$ cat src/rtl/maze_pkg.sv
// Shared types and default timing constants for the maze button front end.
// Defaults assume a 100 MHz clk.
// No logic; imported by the button FSM and its wrapper.
package maze_pkg;

  // Per-button debounce/pulse FSM states
  typedef enum logic [2:0] {
    INI      = 3'd0,
    WQ       = 3'd1,
    SCEN_ST  = 3'd2,
    MCEN_CNT = 3'd3,
    MCEN_ST  = 3'd4,
    CCEN_CNT = 3'd5,
    CCEN_ST  = 3'd6,
    WFCR     = 3'd7
  } btn_state_t;

  localparam int unsigned DEF_NUM_BTNS     = 4;
  localparam int unsigned DEF_DEB_CYCLES   = 1_000_000;   // 10 ms
  localparam int unsigned DEF_MCEN_DELAY   = 25_000_000;  // 250 ms
  localparam int unsigned DEF_MCEN_REPEATS = 4;
  localparam int unsigned DEF_CCEN_PERIOD  = 2_500_000;   // 25 ms

  // Largest of three periods; sizes the shared per-button counter
  function automatic int unsigned max3(input int unsigned a, input int unsigned b,
                                       input int unsigned c);
    int unsigned m;
    m = a;
    if (b > m) m = b;
    if (c > m) m = c;
    return m;
  endfunction

endpackage

$ cat src/rtl/btn_debounce_fsm.sv
// Single-button synchronizer + debounce/pulse FSM producing DPB/SCEN/MCEN/CCEN.
// Latency: 2 sync edges + DEB_CYCLES to the first pulse; outputs decode the state register.
// No backpressure: pulses are fire-and-forget single-cycle enables.
module btn_debounce_fsm
  import maze_pkg::*;
#(
  parameter int unsigned DEB_CYCLES   = DEF_DEB_CYCLES,
  parameter int unsigned MCEN_DELAY   = DEF_MCEN_DELAY,
  parameter int unsigned MCEN_REPEATS = DEF_MCEN_REPEATS,
  parameter int unsigned CCEN_PERIOD  = DEF_CCEN_PERIOD
) (
  input  logic clk,
  input  logic Reset,
  input  logic pb,
  output logic dpb,
  output logic scen,
  output logic mcen,
  output logic ccen
);

  localparam int unsigned CNT_MAX = max3(DEB_CYCLES, MCEN_DELAY, CCEN_PERIOD);
  localparam int unsigned CNT_W   = (CNT_MAX > 1) ? $clog2(CNT_MAX) : 1;
  localparam int unsigned REP_W   = $clog2(MCEN_REPEATS + 1);

  // Terminal counts; every compare fires before the counter could wrap
  localparam logic [CNT_W-1:0] DEB_LAST  = CNT_W'(DEB_CYCLES - 1);
  localparam logic [CNT_W-1:0] MCEN_LAST = CNT_W'(MCEN_DELAY - 1);
  localparam logic [CNT_W-1:0] CCEN_LAST = CNT_W'(CCEN_PERIOD - 1);
  localparam logic [CNT_W-1:0] CNT_ONE   = CNT_W'(1);
  localparam logic [REP_W-1:0] REP_ONE   = REP_W'(1);
  localparam logic [REP_W-1:0] REP_LAST  = REP_W'(MCEN_REPEATS);

  logic             pb_meta;
  logic             pb_s;
  btn_state_t       state;
  btn_state_t       state_nxt;
  logic [CNT_W-1:0] cnt;
  logic [CNT_W-1:0] cnt_nxt;
  logic [REP_W-1:0] rep;
  logic [REP_W-1:0] rep_nxt;
  logic [REP_W-1:0] rep_inc;

  assign rep_inc = rep + REP_ONE;

  // Two-flop synchronizer for the raw, asynchronous button level
  always_ff @(posedge clk or posedge Reset) begin
    if (Reset) begin
      pb_meta <= 1'b0;
      pb_s    <= 1'b0;
    end else begin
      pb_meta <= pb;
      pb_s    <= pb_meta;
    end
  end

  // State, period counter and repeat counter registers
  always_ff @(posedge clk or posedge Reset) begin
    if (Reset) begin
      state <= INI;
      cnt   <= '0;
      rep   <= '0;
    end else begin
      state <= state_nxt;
      cnt   <= cnt_nxt;
      rep   <= rep_nxt;
    end
  end

  // Next-state logic; pulse states ignore pb_s, release is caught in the *_CNT states
  always_comb begin
    state_nxt = state;
    cnt_nxt   = cnt;
    rep_nxt   = rep;
    case (state)
      INI: begin
        cnt_nxt = '0;
        rep_nxt = '0;
        if (pb_s) state_nxt = WQ;
      end
      WQ: begin
        if (!pb_s) begin
          state_nxt = INI;
          cnt_nxt   = '0;
        end else if (cnt == DEB_LAST) begin
          state_nxt = SCEN_ST;
          cnt_nxt   = '0;
        end else begin
          cnt_nxt = cnt + CNT_ONE;
        end
      end
      SCEN_ST: begin
        rep_nxt   = REP_ONE;
        cnt_nxt   = '0;
        state_nxt = (MCEN_REPEATS == 1) ? CCEN_CNT : MCEN_CNT;
      end
      MCEN_CNT: begin
        if (!pb_s) begin
          state_nxt = WFCR;
          cnt_nxt   = '0;
        end else if (cnt == MCEN_LAST) begin
          state_nxt = MCEN_ST;
          cnt_nxt   = '0;
        end else begin
          cnt_nxt = cnt + CNT_ONE;
        end
      end
      MCEN_ST: begin
        rep_nxt   = rep_inc;
        cnt_nxt   = '0;
        state_nxt = (rep_inc == REP_LAST) ? CCEN_CNT : MCEN_CNT;
      end
      CCEN_CNT: begin
        if (!pb_s) begin
          state_nxt = WFCR;
          cnt_nxt   = '0;
        end else if (cnt == CCEN_LAST) begin
          state_nxt = CCEN_ST;
          cnt_nxt   = '0;
        end else begin
          cnt_nxt = cnt + CNT_ONE;
        end
      end
      CCEN_ST: begin
        cnt_nxt   = '0;
        state_nxt = CCEN_CNT;
      end
      WFCR: begin
        if (pb_s) begin
          cnt_nxt = '0;
        end else if (cnt == DEB_LAST) begin
          state_nxt = INI;
          cnt_nxt   = '0;
          rep_nxt   = '0;
        end else begin
          cnt_nxt = cnt + CNT_ONE;
        end
      end
      default: begin
        state_nxt = INI;
        cnt_nxt   = '0;
        rep_nxt   = '0;
      end
    endcase
  end

  // Moore outputs decoded from the state register only
  always_comb begin
    dpb  = 1'b0;
    scen = 1'b0;
    mcen = 1'b0;
    ccen = 1'b0;
    case (state)
      SCEN_ST: begin
        dpb  = 1'b1;
        scen = 1'b1;
        mcen = 1'b1;
        ccen = 1'b1;
      end
      MCEN_ST: begin
        dpb  = 1'b1;
        mcen = 1'b1;
        ccen = 1'b1;
      end
      CCEN_ST: begin
        dpb  = 1'b1;
        ccen = 1'b1;
      end
      MCEN_CNT, CCEN_CNT, WFCR: dpb = 1'b1;
      default: dpb = 1'b0;
    endcase
  end

endmodule

$ cat src/rtl/btn_pulse_gen.sv
// Board push-buttons to debounced levels and SCEN/MCEN/CCEN movement enables.
// Latency: 2 sync edges + DEB_CYCLES to first pulse; buttons fully independent.
// No backpressure: consumer must take each single-cycle enable when it appears.
module btn_pulse_gen
  import maze_pkg::*;
#(
  parameter int unsigned NUM_BTNS     = DEF_NUM_BTNS,
  parameter int unsigned DEB_CYCLES   = DEF_DEB_CYCLES,
  parameter int unsigned MCEN_DELAY   = DEF_MCEN_DELAY,
  parameter int unsigned MCEN_REPEATS = DEF_MCEN_REPEATS,
  parameter int unsigned CCEN_PERIOD  = DEF_CCEN_PERIOD
) (
  input  logic                clk,
  input  logic                Reset,
  input  logic [NUM_BTNS-1:0] PB,
  output logic [NUM_BTNS-1:0] DPB,
  output logic [NUM_BTNS-1:0] SCEN,
  output logic [NUM_BTNS-1:0] MCEN,
  output logic [NUM_BTNS-1:0] CCEN
);

  // One independent FSM per button bit {up, down, left, right}
  for (genvar g = 0; g < NUM_BTNS; g++) begin : g_btn
    btn_debounce_fsm #(
      .DEB_CYCLES  (DEB_CYCLES),
      .MCEN_DELAY  (MCEN_DELAY),
      .MCEN_REPEATS(MCEN_REPEATS),
      .CCEN_PERIOD (CCEN_PERIOD)
    ) u_fsm (
      .clk  (clk),
      .Reset(Reset),
      .pb   (PB[g]),
      .dpb  (DPB[g]),
      .scen (SCEN[g]),
      .mcen (MCEN[g]),
      .ccen (CCEN[g])
    );
  end

endmodule

$ cat config.mk
export PLATFORM = sky130hd
export DESIGN_NAME = btn_pulse_gen
export DESIGN_NICKNAME = d
export VERILOG_FILES = /design/src/rtl/maze_pkg.sv /design/src/rtl/btn_debounce_fsm.sv /design/src/rtl/btn_pulse_gen.sv
export SDC_FILE = /design/constraint.sdc
export NUM_CORES = 1
export LEC_CHECK = 0
export CORE_AREA = 2 2 132 134
export CTS_CLUSTER_SIZE = 30
export DETAILED_ROUTE_END_ITERATION = 6
export DIE_AREA = 0 0 134 136
export DONT_BUFFER_PORTS = 1
export HOLD_SLACK_MARGIN = 0.1
export SYNTH_ARGS = -nofsm -noshare
export SYNTH_HDL_FRONTEND = slang
export SYNTH_SLANG_ARGS = --single-unit
$ cat constraint.sdc
create_clock -name clk -period 6.3 [get_ports clk]
set_input_delay 1.89 -clock clk [delete_from_list [all_inputs] [get_ports clk]]
set_output_delay 1.89 -clock clk [all_outputs]
set_load 0.005 [all_outputs]
## After elaboration in Yosys (flattened, before gate mapping)

Index checks and enable logic that the tools add are counted.

- Flip-flop bits (word level): 132
- Latch bits: 0
- RAM bits: 0
- ROM bits: 0
- Input bits: 6
- Output and inout port bits: 16
- Word-level logic and storage cells: 224
- Memories kept: 0

- Add/subtract/negate cells: 8
- $mul: 0
- Div/mod/pow operators: 0
- Order comparisons: 0
- Equality and inequality tests: 68
- Shifts and indexed selects: 0
- Muxes and demuxes: 96
- Bitwise logic cells: 0
- Reductions and logical operators: 32

Operators by type and width:

| operator | count |
|---|---|
| 25-bit 2-to-1 mux | 28 |
| 25-bit case mux with 5 select lines | 4 |
| 3-bit 2-to-1 mux | 40 |
| 25-bit by 1-bit adder with 25-bit output, second input constant | 4 |
| 25-bit by 20-bit equality test with 1-bit output, second input constant | 4 |
| 25-bit by 22-bit equality test with 1-bit output, second input constant | 4 |
| 25-bit equality test, second input constant | 4 |
| 3-bit case mux with 8 select lines | 4 |
| 3-bit equality test, second input constant | 20 |
| 3-bit case mux with 4 select lines | 4 |
| 3-bit != test, second input constant | 12 |
| 3-bit by 2-bit equality test with 1-bit output, second input constant | 8 |
| 6-bit AND reduction | 4 |
| 6-bit OR reduction | 4 |
| 1-bit 2-to-1 mux | 16 |
| 2-bit by 1-bit != test with 1-bit output, second input constant | 8 |
| 4-bit nonzero test | 4 |
| 4-bit OR reduction | 4 |
| 3-bit by 1-bit adder with 3-bit output, second input constant | 4 |
| 3-bit by 1-bit equality test with 1-bit output, second input constant | 4 |
| 3-bit zero test | 4 |
| 3-bit AND reduction | 4 |
| 3-bit OR reduction | 4 |
| 2-bit != test, second input constant | 4 |
| 2-bit OR reduction | 4 |

## Logic depth before layout (Yosys ltp)

- Word-level depth: 4
- Depth in mapped cells: 9
- Gate-level depth less buffers: 7

## By module

Synthesis repeated with hierarchy kept, for this count alone.

- Cell total of the unflattened synthesis: 809
- Area total of the unflattened synthesis: 7552.2 sq um

Modules (own cells, without submodules):

| module | times used | cells an instance | area an instance (sq um) | sequential area each (sq um) |
|---|---|---|---|---|
| btn_debounce_fsm at g_btn[0].u_fsm ... | 2 | 199 | 1840.5 | 825.8 |
| btn_debounce_fsm at g_btn[2].u_fsm | 1 | 209 | 1946.9 | 825.8 |
| btn_debounce_fsm at g_btn[3].u_fsm | 1 | 202 | 1924.3 | 825.8 |

## Worst setup path before layout

OpenSTA, ideal clock, no wires.

- Path kind: register to output
- Start point: register g_btn[2].u_fsm.state[1]
- End point: output port MCEN[2]
- Data arrival time: 1.095 ns
- Setup slack: 3.315 ns
- Cell stages (with the launch flop): 6
- Path buffers: 2
- Cells stage by stage: dfrtp_1 -> clkbuf_1 -> clkinv_1 -> nand2_1 -> a21oi_1 -> buf_4

- Cells in the longest elaborated chain, start to end: 3
- Elaborated cells between the ends (all ways): 4
- Classes of those cells: eq/ne (2); mux (1); reduce/logical (1)

RTL lines:

| item | RTL line | text |
|---|---|---|
| start, declared | btn_debounce_fsm.sv:35 | `btn_state_t state;` |
| start signal, assigned | btn_debounce_fsm.sv:63 | `state <= state_nxt;` |
| 3-bit by 2-bit equality test with 1-bit output or 3-bit equality test (tied branches) | btn_debounce_fsm.sv:152 | `case (state)` |
| 2-bit OR reduction (no line) (*) | - |  |
| 1-bit 2-to-1 mux (*) | btn_debounce_fsm.sv:152 |  |
| end, declared | btn_pulse_gen.sv:18 | `output logic [NUM_BTNS-1:0] MCEN,` |

Mark *: on every way between the ends. The rest lies on a longest branch, timed or not.

## Worst setup path after layout

- Start point: register g_btn[0].u_fsm.state[1]
- End point: output port SCEN[0]

- Cells in the longest elaborated chain, start to end: 2

RTL lines:

| item | RTL line | text |
|---|---|---|
| start, declared | btn_debounce_fsm.sv:35 |  |
| start signal, assigned | btn_debounce_fsm.sv:63 |  |
| 3-bit by 2-bit equality test with 1-bit output | btn_debounce_fsm.sv:152 |  |
| 1-bit 2-to-1 mux | btn_debounce_fsm.sv:152 |  |
| end, declared | btn_pulse_gen.sv:17 | `output logic [NUM_BTNS-1:0] SCEN,` |

Every way passes these cells.

==> summary.md <==
| Metric | Value |
|---|---|
| Antenna Cells | 0 |
| PD cells | 275 nW/um2 |
| #FFs+latches synth | 132 |
| Die Height | 136 um |
| Final Net Count | 825 |
| Post-DP HPWL | 9800 um |
| Post-CTS repair timing setup buffer count | 0 |
| Die area | 18200 um2 |
| Count leader, synth | nor2_1 |
| Fin crit share | 0.556 |
| Hold Crit Depth | 0 |
| Max VDD drop | 0.214 mV |
| EDFF count, synth | 0 |
| Max H-tree Level | 4 |
| Setup Viol. Count Final | 0 |
| DP Area | 7420 um2 |
| Max-cap viol count | 0 |
| Clock skew | 6.38 ps |
| Worst Path Required | 4410 ps |
| Die width | 134 um |
| Hold Vio Cnt, Final | 0 |
| Starting Density | 0.438 |
| CTS Sinks | 132 |
| Cts bufs inserted | 17 |
| Vias per cell | 5.45 |
| Ys async rst share | 1.00 |
| Most used DFF post-synth | dfrtp_1 |
| GR peak layer | met2 |
| Post-DRT Antenna Nets | 0 |
| First-pass GRT wire length | 26000 um |
| Worst hold slack | 344 ps |
| Root cell of the clock tree | clkbuf_16 |
| Ports | 22 |
| Row count | 48 |
| Largest net degree at the start of global routing | 94 |
| Multi-input gate area in the final layout | 3730 um2 |
| DRC Markers | 0 |
| CTS Buffer Depth | 2 |
| Hold buffers post-CTS | 0 |
| Final WL | 14700 um |
| Sequential element share of the synthesized area | 0.447 |
| Crit path capture type | output pin |
| Routed len/inst | 14.1 um |
| Syn Inst Count | 832 |
| Final core occ | 0.478 |
| Run status | complete, no violations |
| Fraction of layout instances using a drive strength above 1 | 0.0463 |
| Synth top area cells | dfrtp_1 45%, nor2_1 6.8%, xor2_1 6.2% |
| FILL cells | 1604 |
| Synth Net Count | 850 |
| Met2 usage | 0.287 |
| Core Box Area | 16900 um2 |
| GR Util met1 | 0.226 |
| Synth top area share | 0.447 |
| Yosys Warn Count | 0 |
| Gr usage total | 0.175 |
| Clock Latency Late Sink | 420 ps |
| Sequential cell area | 3300 um2 |
| Vias in the first global route | 5542 |
| Worst-path clk slew | 60 ps |
| Critical Path Source Type | register |
| Setup TNS | 0 ps |
| Routing usage on met3 | 0.0444 |
| Cell area after layout | 8070 um2 |
| Total global routing overflow | 0 |
| Initial antenna violation count | 0 |
| Post-synth top cells | 133 x nor2_1, 132 x dfrtp_1, 80 x nand2_1, 52 x xor2_1 |
| Leak | 3.21 nW |
| Total power | 0.00222 W |
| Crit Path Max Fanout | 14 |
| Slew @ Worst Pin | 1060 ps |
| Routability cong. | 0.874 |
| Final min period | 3500 ps |
| R2R cell count | 7 |
| Cts repair resizes | 0 |
| Cell variety after synth | 58 |
| Worst EP arrival | 1610 ps |
| Syn Area/Cell | 8.89 um2 |
| Via count | 5696 |
| Fmax | 285 MHz |
| Crit Path Class | reg -> out |
| Area grow syn2layout | 9.14% |
| DRT Pass-1 Iters | 5 |
| DR iter-0 viols | 333 |
| Hold Path Class | reg -> reg |
| CTS tree | built |
| Synth area leader | dfrtp_1 |
| RSZ-0062 raised after global routing | no |
| Fin. max-slew vios | 0 |
| Mapped Area | 7390 um2 |
| Normalized max-slew margin | 0.291 |
| I/O Buffers | 0 |
-- logic make-up after synthesis --
group                      Yosys count  share of synthesized area
muxes                                3                    0.00423
DFF                                132                      0.447
adders and majority gates           12                     0.0203
xor gates and xnor gates            97                      0.115
AOI/OAI and AO/OA                  108                     0.0907
and+or+nand+nor                    411                      0.275
buffers and inverters               69                     0.0486
-- layout make-up --
type,instances,share of cell area
multi-input combinational,631,0.462
sequential,132,0.409
tap,225,0.0349
clock buffer,24,0.0622
inverter,23,0.0113
timing repair buffer,2,0.00186
clock inverter,8,0.0180
-- layout by cell type (no fill, tap or decap), types with 3 or more instances in the layout --
| cell type | count |
|---|---|
| a31oi_1 | 6 |
| xor2_1 | 52 |
| nand2b_1 | 9 |
| nor2_1 | 133 |
| xnor2_1 | 45 |
| o22ai_1 | 6 |
| and4_1 | 7 |
| and2_1 | 7 |
| nand4_1 | 24 |
| ha_1 | 12 |
| nor4_1 | 13 |
| nor2b_1 | 10 |
| clkbuf_8 | 5 |
| or4_1 | 8 |
| nand2_1 | 80 |
| nand3b_1 | 4 |
| clkbuf_16 | 17 |
| nor4bb_1 | 4 |
| inv_1 | 20 |
| dfrtp_1 | 132 |
| or3_1 | 9 |
| nor4b_1 | 3 |
| a21oi_1 | 51 |
| nand3_1 | 51 |
| nand4b_1 | 4 |
| bufinv_16 | 4 |
| nor3_1 | 26 |
| and3_1 | 11 |
| a211oi_1 | 5 |
| o21ai_0 | 16 |
-- registers in the layout, indices dropped and copies added, names as in the netlist --
signal	cells
g_btn.u_fsm.cnt	100
g_btn.u_fsm.rep	12
g_btn.u_fsm.state	12
g_btn.u_fsm.pb_meta	4
g_btn.u_fsm.pb_s	4
-- final timing paths --
check,start,end,slack [ps]
max in group asynchronous,Reset,g_btn[2].u_fsm.cnt[13],3750
min,g_btn[3].u_fsm.pb_meta,g_btn[3].u_fsm.pb_s,340
max reg2reg,g_btn[3].u_fsm.cnt[0],g_btn[3].u_fsm.state[1],3190
max,g_btn[0].u_fsm.state[1],SCEN[0],2800
min in group asynchronous,Reset,g_btn[1].u_fsm.cnt[0],1500
min reg2reg,g_btn[3].u_fsm.pb_meta,g_btn[3].u_fsm.pb_s,340
-- metal layers --
layer / share of wire / vias up
li1: - / 2830
met1: 0.47 / 2761
met2: 0.48 / 92
met3: 0.033 / 13
met4: 0.0088 / 0
met5: 0 / -
-- stage by stage --
stage | setup WS (ps) | cells
5_1_grt | 2620 | 1045
4_1_cts | 2780 | 1045
3_5_place_dp | 3220 | 1013
6_report | 2800 | 1045
3_3_place_gp | 3260 | 1013
2_1_floorplan | 884 | 832
-- power breakdown --
| part | internal (W) | leakage, nW | switching (W) |
|---|---|---|---|
| Clock | 0.000714 | 0.312 | 0.000363 |
| Sequential | 0.000878 | 1.80 | 0.0000587 |
| Combinational | 0.0000738 | 1.10 | 0.000129 |
-- worst max-delay path: stages (launching register included) --
cell	delay [ps]
dfrtp_1	600
clkinv_1	330
nor3_1	270
Note: power is estimated with default switching activity, not from simulation.
